--- src/rtl/data_memory_responder.sv ---
// ---------------------------------------------------------------------------
// data_memory_responder
//
// Responder for the MEM-stage memory interface. A load or store presented by
// the MEM stage is accepted while idle. It completes a fixed LATENCY cycles
// later with a one-cycle ack_o pulse. While the access is in flight, stall_o
// holds the upstream pipeline registers. The word-addressed data RAM lives
// inside this block.
//
// Parameters
//   DEPTH    number of 32-bit RAM words (power of two)
//   LATENCY  cycles from request seen to ack_o (>= 1)
//
// Ports
//   clk_i       in   clock, all state changes on the rising edge
//   rst_i       in   synchronous active-high reset
//   MemRead_i   in   load request from the MEM stage
//   MemWrite_i  in   store request from the MEM stage
//   addr_i      in   byte address (ALU result)
//   data_i      in   store data
//   data_o      out  load data, valid while ack_o is high
//   stall_o     out  pipeline hold while a request is being serviced
//   ack_o       out  one-cycle completion pulse
//   err_o       out  request rejected (misaligned, out of range, both ops)
// ---------------------------------------------------------------------------
module data_memory_responder #(
    parameter int DEPTH   = 32,
    parameter int LATENCY = 3
) (
    input  logic        clk_i,
    input  logic        rst_i,
    input  logic        MemRead_i,
    input  logic        MemWrite_i,
    input  logic [31:0] addr_i,
    input  logic [31:0] data_i,
    output logic [31:0] data_o,
    output logic        stall_o,
    output logic        ack_o,
    output logic        err_o
);

    localparam int          AW     = $clog2(DEPTH);
    localparam int          CW     = $clog2(LATENCY) + 1;
    localparam logic [31:0] LIMIT  = 32'(4 * DEPTH);
    localparam bit          SINGLE = (LATENCY == 1);

    typedef enum logic [1:0] {
        IDLE,
        BUSY,
        RESP
    } state_t;

    state_t          state;
    logic [CW-1:0]   cnt;

    // Request captured at acceptance, consumed when the access fires
    logic            op_read;
    logic            op_write;
    logic            op_err;
    logic [AW-1:0]   op_idx;
    logic [31:0]     op_data;

    logic [31:0]     mem [DEPTH];

    logic            req;
    logic            req_err;
    logic [AW-1:0]   req_idx;

    logic            acc_read;
    logic            acc_write;
    logic            acc_err;
    logic [AW-1:0]   acc_idx;
    logic [31:0]     acc_data;
    logic            do_access;
    logic            mem_we;

    // Decode of the incoming request. The error check is evaluated only at
    // acceptance and then latched. This means later changes on the inputs
    // while BUSY cannot alter the outcome. Out-of-range addresses would
    // otherwise alias onto low words through the truncated index, so the
    // range check is what keeps them away from the RAM.
    assign req     = MemRead_i | MemWrite_i;
    assign req_err = (addr_i[1:0] != 2'b00) || (addr_i >= LIMIT) ||
                     (MemRead_i & MemWrite_i);
    assign req_idx = addr_i[AW+1:2];

    // Source of the access that fires on the edge entering RESP. With a
    // single-cycle latency the access happens directly out of IDLE. In that
    // case it must use the live inputs. Otherwise it uses the latched copy.
    always_comb begin
        acc_read  = op_read;
        acc_write = op_write;
        acc_err   = op_err;
        acc_idx   = op_idx;
        acc_data  = op_data;
        if (state == IDLE) begin
            acc_read  = MemRead_i;
            acc_write = MemWrite_i;
            acc_err   = req_err;
            acc_idx   = req_idx;
            acc_data  = data_i;
        end
    end

    // The access fires on the transition into RESP. Reset has priority, so a
    // request cancelled mid-flight never touches the RAM.
    always_comb begin
        do_access = 1'b0;
        if (!rst_i) begin
            if (state == IDLE && req && SINGLE) begin
                do_access = 1'b1;
            end else if (state == BUSY && cnt == CW'(1)) begin
                do_access = 1'b1;
            end
        end
        mem_we = do_access & acc_write & ~acc_err;
    end

    // Pipeline hold. While IDLE, the hold follows the request combinationally.
    // This freezes the upstream registers in the same cycle as the request.
    // It drops in RESP so the MEM stage advances on the edge leaving RESP.
    always_comb begin
        stall_o = 1'b0;
        case (state)
            IDLE:    stall_o = req;
            BUSY:    stall_o = 1'b1;
            RESP:    stall_o = 1'b0;
            default: stall_o = 1'b0;
        endcase
    end

    // Data RAM. Its contents are deliberately not cleared by reset.
    always_ff @(posedge clk_i) begin
        if (mem_we) begin
            mem[acc_idx] <= acc_data;
        end
    end

    // Main control FSM with registered ack/err/data outputs.
    // ack_o and err_o are pulsed together on the edge entering RESP and
    // cleared on every other edge. data_o only changes for loads. A store
    // leaves the previous load value in place.
    always_ff @(posedge clk_i) begin
        if (rst_i) begin
            state    <= IDLE;
            cnt      <= '0;
            data_o   <= '0;
            ack_o    <= 1'b0;
            err_o    <= 1'b0;
            op_read  <= 1'b0;
            op_write <= 1'b0;
            op_err   <= 1'b0;
            op_idx   <= '0;
            op_data  <= '0;
        end else begin
            ack_o <= 1'b0;
            err_o <= 1'b0;

            case (state)
                IDLE: begin
                    if (req) begin
                        op_read  <= MemRead_i;
                        op_write <= MemWrite_i;
                        op_err   <= req_err;
                        op_idx   <= req_idx;
                        op_data  <= data_i;
                        if (SINGLE) begin
                            state <= RESP;
                        end else begin
                            cnt   <= CW'(LATENCY - 1);
                            state <= BUSY;
                        end
                    end
                end
                BUSY: begin
                    cnt <= cnt - CW'(1);
                    if (cnt == CW'(1)) begin
                        state <= RESP;
                    end
                end
                RESP: begin
                    state <= IDLE;
                end
                default: begin
                    state <= IDLE;
                end
            endcase

            if (do_access) begin
                ack_o <= 1'b1;
                err_o <= acc_err;
                if (acc_read) begin
                    data_o <= acc_err ? 32'h0 : mem[acc_idx];
                end
            end
        end
    end

endmodule

--- config.mk ---
export PLATFORM = sky130hd
export DESIGN_NAME = data_memory_responder
export DESIGN_NICKNAME = d
export VERILOG_FILES = /design/src/rtl/data_memory_responder.sv
export SDC_FILE = /design/constraint.sdc
export NUM_CORES = 1
export LEC_CHECK = 0
export ABC_CLOCK_PERIOD_IN_PS = 5050
export BUFFER_PORTS_ARGS = -buffer_cell sky130_fd_sc_hd__clkbuf_2
export CAP_MARGIN = 30
export CORE_MARGIN = 2
export CORE_UTILIZATION = 38
export DETAILED_ROUTE_END_ITERATION = 8
export GPL_TIMING_DRIVEN = 0
export PLACE_DENSITY = 0.53
export SETUP_SLACK_MARGIN = 0.5
export SKIP_CTS_REPAIR_TIMING = 1
export SLEW_MARGIN = 0
export SYNTH_ARGS = -nofsm -noshare
export SYNTH_HDL_FRONTEND = slang
export SYNTH_SLANG_ARGS = --single-unit
--- constraint.sdc ---
create_clock -name clk_i -period 5.05 [get_ports clk_i]
set_input_delay 0.505 -clock clk_i [delete_from_list [all_inputs] [get_ports clk_i]]
set_output_delay 0.505 -clock clk_i [all_outputs]
set_load 0.02 [all_outputs]
; Word-level counts from Yosys, hierarchy flattened
; Memory sizes are Yosys's and may differ from the RTL's.
; Index checks and enable logic that the tools add are counted.
[op_classes]
mul = 0
div = 0
shift = 0
n_mux = 17
n_addsub = 1
magnitude_cmp = 1
reduce_logical = 11
bitwise_logic = 6
eq_ne = 4
[ops]
columns = op, n
row1 = 2-to-1 mux 32 bit, 2
row2 = ">= comparator 32 x 8 -> 1 bit, second input constant", 1
row3 = 2-to-1 mux 1 bit, 8
row4 = AND reduction 2 bit, 4
row5 = case mux 3 bit (2 select lines), 1
row6 = 2-to-1 mux 5 bit, 1
row7 = 2-to-1 mux 2 bit, 2
row8 = case mux 2 bit (2 select lines), 1
row9 = nonzero test 2 bit, 2
row10 = bitwise AND 1 bit, 3
row11 = "== test 3 x 1 -> 1 bit, second input constant", 1
row12 = 2-to-1 mux 3 bit, 1
row13 = "subtractor 3 x 1 -> 3 bit, second input constant", 1
row14 = "== test 2 x 1 -> 1 bit, second input constant", 1
row15 = zero test 2 bit, 1
row16 = logical OR 1 bit, 2
row17 = "!= test 2 x 1 -> 1 bit, second input constant", 1
row18 = "!= test 2 bit, second input constant", 1
row19 = NOT 1 bit, 2
row20 = case mux 1 bit (2 select lines), 1
row21 = OR reduction 2 bit, 1
row22 = logical AND 1 bit, 1
row23 = OR 1 bit, 1
[totals]
memories = 1
register_bits = 79
ram_bits = 1024
latch_bits = 0
romBits = 0
elab_cells = 51
[mem_list]
columns = name, words, word_bits, read_ports, rd_clocked_by_memory_dff, wr, line
row1 = mem, 32, 32, 1, 0, 1, 63  ; logic [31:0] mem [DEPTH];

; Logic depth before layout (Yosys ltp)
; Gate-level depths: netlist (run 1).
[logic_depth]
word_depth = 8
mapped_depth = 11
depth_no_buf = 8

; Least setup slack after synthesis (run 1)
; Ideal clock, no wire load.
[synth_path]
kind = in2reg
startpoint = in addr_i[2]
endpoint = mem mem[18][0] (enable)
arrival_ps = 4036
slack_ps = 553
path_stages = 9
cell_sequence = or3b_1 > buf_6 > nand2_8 > buf_12 > buf_4 > buf_4 > buf_4 > or2_2 > nor3_1
[synth_via]
elab_chain_cells = 8
word_cells_on_any_way = 9
classes_between = order compare (1) / mux (4) / bitwise (2) / reduce/logical (2)
[synth_rtl]
columns = item, line
row1 = from (decl), 34  ; input logic [31:0] addr_i,
row2 = >= comparator 32 x 8 -> 1 bit, 83  ; assign req_err = (addr_i[1:0] != 2'b00) || (addr_i >= LIMIT) ||
row3 = logical OR 1 bit (2 in series), 83
row4 = 2-to-1 mux 1 bit, 96  ; if (state == IDLE) begin
row5 = NOT 1 bit, 116  ; mem_we = do_access & acc_write & ~acc_err;
row6 = bitwise AND 1 bit, 116
row7 = 2-to-1 mux 1 bit, 134  ; if (mem_we) begin
row8 = 2-to-1 mux 1 bit (implied by the code), 135  ; mem[acc_idx] <= acc_data;
row9 = to (decl), 63
; Several ways; a longest one is shown, not always the timed one.

; Worst setup path after layout (run 1)
[layout_path]
startpoint = reg state[0]
endpoint = mem mem[8][25] (enable)
[layout_via]
elab_chain_cells = 8
word_cells_on_any_way = 13
classes_between = eq/ne (1) / mux (7) / bitwise (3) / reduce/logical (2)
[layout_rtl]
columns = item, line
row1 = from (decl), 53  ; state_t state;
row2 = from (signal assigned), 145  ; state <= IDLE;
row3 = from (signal assigned), 168  ; state <= RESP;
row4 = from (signal assigned), 171  ; state <= BUSY;
row5 = == test 2 x 1 -> 1 bit, 112  ; end else if (state == BUSY && cnt == CW'(1)) begin
row6 = logical AND 1 bit, 112
row7 = 2-to-1 mux 1 bit, 112
row8 = 2-to-1 mux 1 bit, 109  ; if (!rst_i) begin
row9 = bitwise AND 1 bit (2 in series), 116
row10 = 2-to-1 mux 1 bit, 134
row11 = 2-to-1 mux 1 bit (implied by the code), 135
; Several ways; a longest one is shown, not always the timed one.

==> results.py, run 1 <==
metrics = {
    "synth": {
        "yosysTopAreaCellShare": 0.702,
        "yosys.cell_types.count": 74,
        "syn-instance-count": 2994,
        "synth_edf_count": 1024,
        "synth_fp_nets": 3064,
        "yosysTopAreaCell": "edfxtp_1",
        "synth_seq_cells": 1103,
        "synth_ff_type": "edfxtp_1",
        "syn_avg_cell_area_sq_um": 14.6,
        "netlist_area_sq_um": 43800,
        "yosysWarnings": 0,
        "yosysSeqAreaShare": 0.739,
        "synthArstFlopShare": 0,
        "ys_top_cells_by_area": "edfxtp_1, nand2_1, dfxtp_1",
    },
    "die": {
        "core_area_sq_um": 114000,
        "dieArea_sq_um": 118000,
        "rows": 124,
        "start_util": 0.383,
        "die_w_um": 343,
        "io-pin-count": 103,
        "die_height_um": 343,
    },
    "flow_run": {
        "cap_viol_max_count": 0,
    },
    "clock_tree": {
        "cts_inserted_buffers": 114,
        "h-tree-depth": 3,
        "cts_tree": "done",
        "clk_pin_slew_worst_paths_ps": 60,
        "insertion_delay_ps": 730,
        "clock_sinks": 1103,
        "cts_root_buffer": "clkbuf_16",
        "clockBufferDepth": 3,
    },
    "critical_path": {
        "crit_buf_inv": 7,
        "cp_top_family": "buffers and inverters",
        "worstPathMaxFanout": 13,
        "worstSetupEndpointType": "flip-flop",
        "worstRegToRegCells": 11,
        "regToRegSetupSlack_ps": 430,
        "cp_slowest_cell": "nor2_4",
        "crit_type": "reg2reg",
        "worstPathCellList": "buf_6 -> nor2_4 -> mux2i_1 -> buf_4 -> buf_4 -> buf_2 -> buf_2 -> nand2_1 -> nor2_4 -> buf_16 -> buf_16",
        "worstReg2RegStart": "state[0]$_SDFFE_PP0P_",
        "crit_required_ps": 5450,
        "cp-start-kind": "flip-flop",
        "critPathMaxStageDelay_ps": 640,
        "cp.arrival_ps": 5020,
        "r2r_end": "mem[8][25]$_DFFE_PP_",
    },
    "sta": {
        "tns_ps": 0,
        "rsz0062_at_grt": "yes",
        "drv_slew": 0,
        "period_minus_slack_ps": 4620,
        "hold_viol": 0,
        "skew_ps": 41.4,
        "relSlewSlack": 0.269,
        "finalHoldWorstSlack_ps": 42.5,
        "worst_pin_slew_ps": 1100,
        "setup_viol_count_final": 0,
        "min_period_over_period": 0.915,
        "timing.fmax_mhz": 216,
    },
    "finish": {
        "utilization": 0.460,
        "seq_area_sq_um": 32300,
        "layout_common_cells": "edfxtp_1, nand2_1, nand3_1",
        "layout_commonest_cell": "edfxtp_1",
        "multi_input_area_sq_um": 10600,
        "area_delta_synth_final_pct": 20.3,
        "fillers": 10000,
        "fin_nets": 3415,
        "drive_above_1_share": 0.184,
    },
    "routing": {
        "drt_wl_total_um": 167000,
        "drc": 0,
        "vias": 29700,
        "first_pass_iters": 6,
        "drtAntennaViolNets": 0,
        "drt_iter0_markers": 4689,
        "via_per_inst": 5.98,
        "detail_route.wl_per_cell_um": 33.6,
    },
    "grt": {
        "grt_pass1_vias": 27400,
        "grt_pass1_wl_um": 225000,
        "grt_max_degree": 33,
        "antenna_found_initial": 4,
        "track_usage": 0.279,
        "grt-ovfl-total": 0,
    },
    "min_path": {
        "hp-start": "data_i[11]",
        "min_delay_path_depth": 3,
        "hold_path_class": "in2reg",
        "min_to": "op_data[11]$_SDFFE_PP0P_",
    },
    "pwr": {
        "p_leak_nw": 17.9,
        "power_density_nw_per_um2": 399,
        "finalPower_mw": 21.0,
        "irDropWorstVdd_v": 0.000255,
    },
    "place": {
        "port_buffers": 102,
        "routabilityCongestion": 0.902,
        "hpwlAfterDp_um": 116000,
    },
    "status": {
        "status": "complete, no violations",
    },
}
[per-layer routing]
metal / GRT usage / wire length [um] / up-vias
met5: 0 / 0 / -
li1: - / - / 12300
met3: 0.0692 / 18900 / 400
met1: 0.386 / 66600 / 15000
met4: 0.124 / 8820 / 0
met2: 0.417 / 72200 / 1964
[synth_stat cells, drive strengths merged, types with 5 or more instances]
master   instances
edfxtp        1024
nand2          692
nand3          130
buf            115
and3           101
a211oi          92
nor2            84
mux2i           83
clkbuf          79
dfxtp           79
a31oi           70
a21oi           66
o21ai           52
mux4            38
a311oi          28
a32oi           26
nand4           25
nor3            19
o41ai           18
a2111oi         17
a221oi          14
o2111ai         14
o22ai           14
o31ai           12
o32ai           11
mux2             9
a22oi            7
a32o             7
o211ai           7
nor4             6
a2bb2oi          5
inv              5
or2              5
[how the worst max path moves through the flow]
stage,from,end,cells after the start
after floorplan,addr_i[2],mem[18][0]$_DFFE_PP_,9
after detailed placement,state[0]$_SDFFE_PP0P_,mem[5][29]$_DFFE_PP_,10
after global routing,state[0]$_SDFFE_PP0P_,mem[8][14]$_DFFE_PP_,11
after CTS,state[0]$_SDFFE_PP0P_,mem[5][17]$_DFFE_PP_,10
after global placement,state[0]$_SDFFE_PP0P_,mem[18][19]$_DFFE_PP_,7
final,state[0]$_SDFFE_PP0P_,mem[8][25]$_DFFE_PP_,11
[area by class of cell]
class / count / share of cell area
buffer: 194 / 0.0221
clock inverter: 49 / 0.00817
timing repair buffer: 235 / 0.0568
antenna: 3 / 0.000143
tap: 1512 / 0.0359
inverter: 5 / 0.000356
clock buffer: 168 / 0.0621
multi-input combinational: 1692 / 0.200
sequential: 1103 / 0.614
[tightest hold or removal path, delay by kind of cell]
family	cells	cell delay (ps)
buffers and inverters	1	90
AND/OR/NAND/NOR	1	50
AO/OA/AOI/OAI	1	50
[cell families (layout without fill, tap and decap cells)]
logic type	Yosys count	in the layout	share of synthesized area
compound gates	476	476	0.0822
xor+xnor	1	1	0.000200
fa+ha+maj	2	2	0.000572
buf+inv	199	651	0.0270
flops	1103	1103	0.739
mux	130	130	0.0426
other cells	0	3	0
simple gates	1083	1083	0.109
[registers in the layout, indices dropped and copies added, names as in the netlist]
signal,count
ack_o,1
cnt,3
data_o,32
err_o,1
mem,1024
op_data,32
op_err,1
op_idx,5
op_read,1
op_write,1
state,2
[power breakdown]
part | switching, mW | internal, mW
Combinational | 1.77 | 0.664
Clock | 3.60 | 4.78
Sequential | 0.0169 | 10.1
[per-stage QoR]
step,setup slack [ps],std cells,cell area (sq um)
2_1_floorplan,553,2994,43800
3_3_place_gp,-4060,4608,46200
3_5_place_dp,480,4718,48700
4_1_cts,456,4935,52400
5_1_grt,475,4958,52600
6_report,431,4961,52700
Note: power is estimated with default switching activity, not from simulation.
==> inputs of run 2 (changes only) <==
MAX_ROUTING_LAYER = met4   (was not set)
==> results.py, run 2 (synthesis gave the netlist of run 1 again) <==
metrics = {
    "status": {
        "status": "complete, no violations",
    },
    "routing": {
        "drt_wl_total_um": 167000,
        "via_per_inst": 5.96,
        "vias": 29600,
        "drtAntennaViolNets": 0,
        "drt_iter0_markers": 4599,
        "detail_route.wl_per_cell_um": 33.6,
        "first_pass_iters": 6,
        "drc": 0,
    },
    "place": {
        "place_ws_ps": 480,
        "hpwlAfterDp_um": 116000,
        "port_buffers": 102,
        "routabilityCongestion": 0.918,
    },
    "sta": {
        "period_minus_slack_ps": 4550,
        "timing.fmax_mhz": 220,
        "setup_viol_count_final": 0,
        "worst_pin_slew_ps": 1140,
        "skew_ps": 51.6,
        "timing.final.ws_setup_ps": 499,
        "relSlewSlack": 0.222,
        "drv_slew": 0,
        "min_period_over_period": 0.901,
        "hold_viol": 0,
        "rsz0062_at_grt": "no",
    },
    "finish": {
        "drive_above_1_share": 0.184,
        "max_flop_register": "mem",
        "seq_area_sq_um": 32300,
        "multi_input_area_sq_um": 10600,
        "fillers": 10000,
        "area_delta_synth_final_pct": 20.3,
        "layout_common_cells": "edfxtp_1, nand2_1, nand3_1",
        "largest_reg_flops": 1024,
        "fin_nets": 3416,
        "layout_commonest_cell": "edfxtp_1",
        "largestRegisters": "mem x1024, data_o x32, op_data x32",
    },
    "pwr": {
        "pwr-share-seq": 0.484,
        "p_clk_frac": 0.400,
        "power_density_nw_per_um2": 399,
        "comb_power_share": 0.116,
        "sw_frac_of_total": 0.257,
        "irDropWorstVdd_v": 0.000256,
        "net-switching-power_mw": 5.40,
        "p_int_mw": 15.6,
        "finalPower_mw": 21.0,
        "p_leak_nw": 17.9,
    },
    "clock_tree": {
        "cts_tree": "done",
        "cts_root_buffer": "clkbuf_16",
        "insertion_delay_ps": 740,
        "clock_sinks": 1103,
        "clk_pin_slew_worst_paths_ps": 60,
        "clockBufferDepth": 3,
        "cts_inserted_buffers": 114,
        "h-tree-depth": 3,
    },
    "critical_path": {
        "crit_type": "reg2reg",
        "worstSetupEndpointType": "flip-flop",
        "crit_required_ps": 5440,
        "startpoint": "state[1]$_SDFFE_PP0P_",
        "worstReg2RegStart": "state[1]$_SDFFE_PP0P_",
        "worstRegToRegCells": 10,
        "r2r_end": "mem[31][20]$_DFFE_PP_",
        "worstPathMaxFanout": 20,
        "endpoint": "mem[31][20]$_DFFE_PP_",
        "regToRegSetupSlack_ps": 500,
        "cp.arrival_ps": 4940,
        "cp-start-kind": "flip-flop",
    },
    "die": {
        "io-pin-count": 103,
        "start_util": 0.383,
        "core_area_sq_um": 114000,
        "rows": 124,
        "dieArea_sq_um": 118000,
        "die_w_um": 343,
        "die_height_um": 343,
    },
    "flow_run": {
        "cap_viol_max_count": 0,
    },
    "grt": {
        "antenna_found_initial": 4,
        "grt_pass1_wl_um": 225000,
        "grt-ovfl-total": 0,
        "grt_max_degree": 33,
        "track_usage": 0.288,
        "grt_pass1_vias": 27300,
    },
    "min_path": {
        "hold_path_class": "in2reg",
    },
}
## run 2: cell count changes in the layout (fill, tap and decap cells not counted)
cell | before | now
diode_2 | 3 | 5
buf_4 | 51 | 52
## run 2: final cells by class
class,count,area share
clock buffer,168,0.0621
sequential,1103,0.614
antenna,5,0.000238
buffer,194,0.0221
timing repair buffer,236,0.0569
clock inverter,49,0.00817
inverter,5,0.000356
multi-input combinational,1692,0.200
tap,1512,0.0359
## run 2: worst min path at each step
stage,startpoint,to,depth (start not counted),slack [ps]
after floorplan,op_write$_SDFFE_PP0P_,op_write$_SDFFE_PP0P_,2,440
after global placement,op_data[6]$_SDFFE_PP0P_,op_data[6]$_SDFFE_PP0P_,2,440
after detailed placement,op_data[17]$_SDFFE_PP0P_,op_data[17]$_SDFFE_PP0P_,2,450
after CTS,data_i[11],op_data[11]$_SDFFE_PP0P_,3,6
after global routing,data_i[11],op_data[11]$_SDFFE_PP0P_,3,40
final,data_i[11],op_data[11]$_SDFFE_PP0P_,3,40
## run 2: worst max-delay path, stage by stage (launching register included)
cell and delay [ps]:
dfxtp_1 340, buf_6 160, buf_2 240, o21a_1 390, nor2_4 90, buf_2 390
buf_1 490, nor2_1 340, nand2_1 520, nor2_4 960, buf_12 290
## run 2: through the flow
stage	cell area, sq um	instances	hold WS, ps	TNS (ps)	util
3_5_place_dp	48700	4718	447	0	0.426
4_1_cts	52400	4935	5.54	0	0.458
2_1_floorplan	43800	2994	437	0	-
5_1_grt	52700	4959	35.1	0	0.460
3_3_place_gp	46200	4608	441	-1991010	0.404
6_report	52700	4964	40.0	0	0.461
## run 2: per-layer routing
metal	wire [um]	vias up	global-route usage
met1	66600	15000	0.385
met3	18700	421	0.0712
met5	0	-	-
met2	72600	1939	0.416
met4	8720	0	0.126
li1	-	12300	-
## run 2: power by group through the flow
stage | Sequential (mW) | Clock, mW | Combinational [mW]
2_1_floorplan | 10.4 | 0 | 1.11
3_3_place_gp | 10.4 | 0 | 2.13
3_5_place_dp | 10.4 | 0 | 2.34
4_1_cts | 10.2 | 8.45 | 2.35
5_1_grt | 10.2 | 8.79 | 2.49
6_report | 10.2 | 8.41 | 2.43
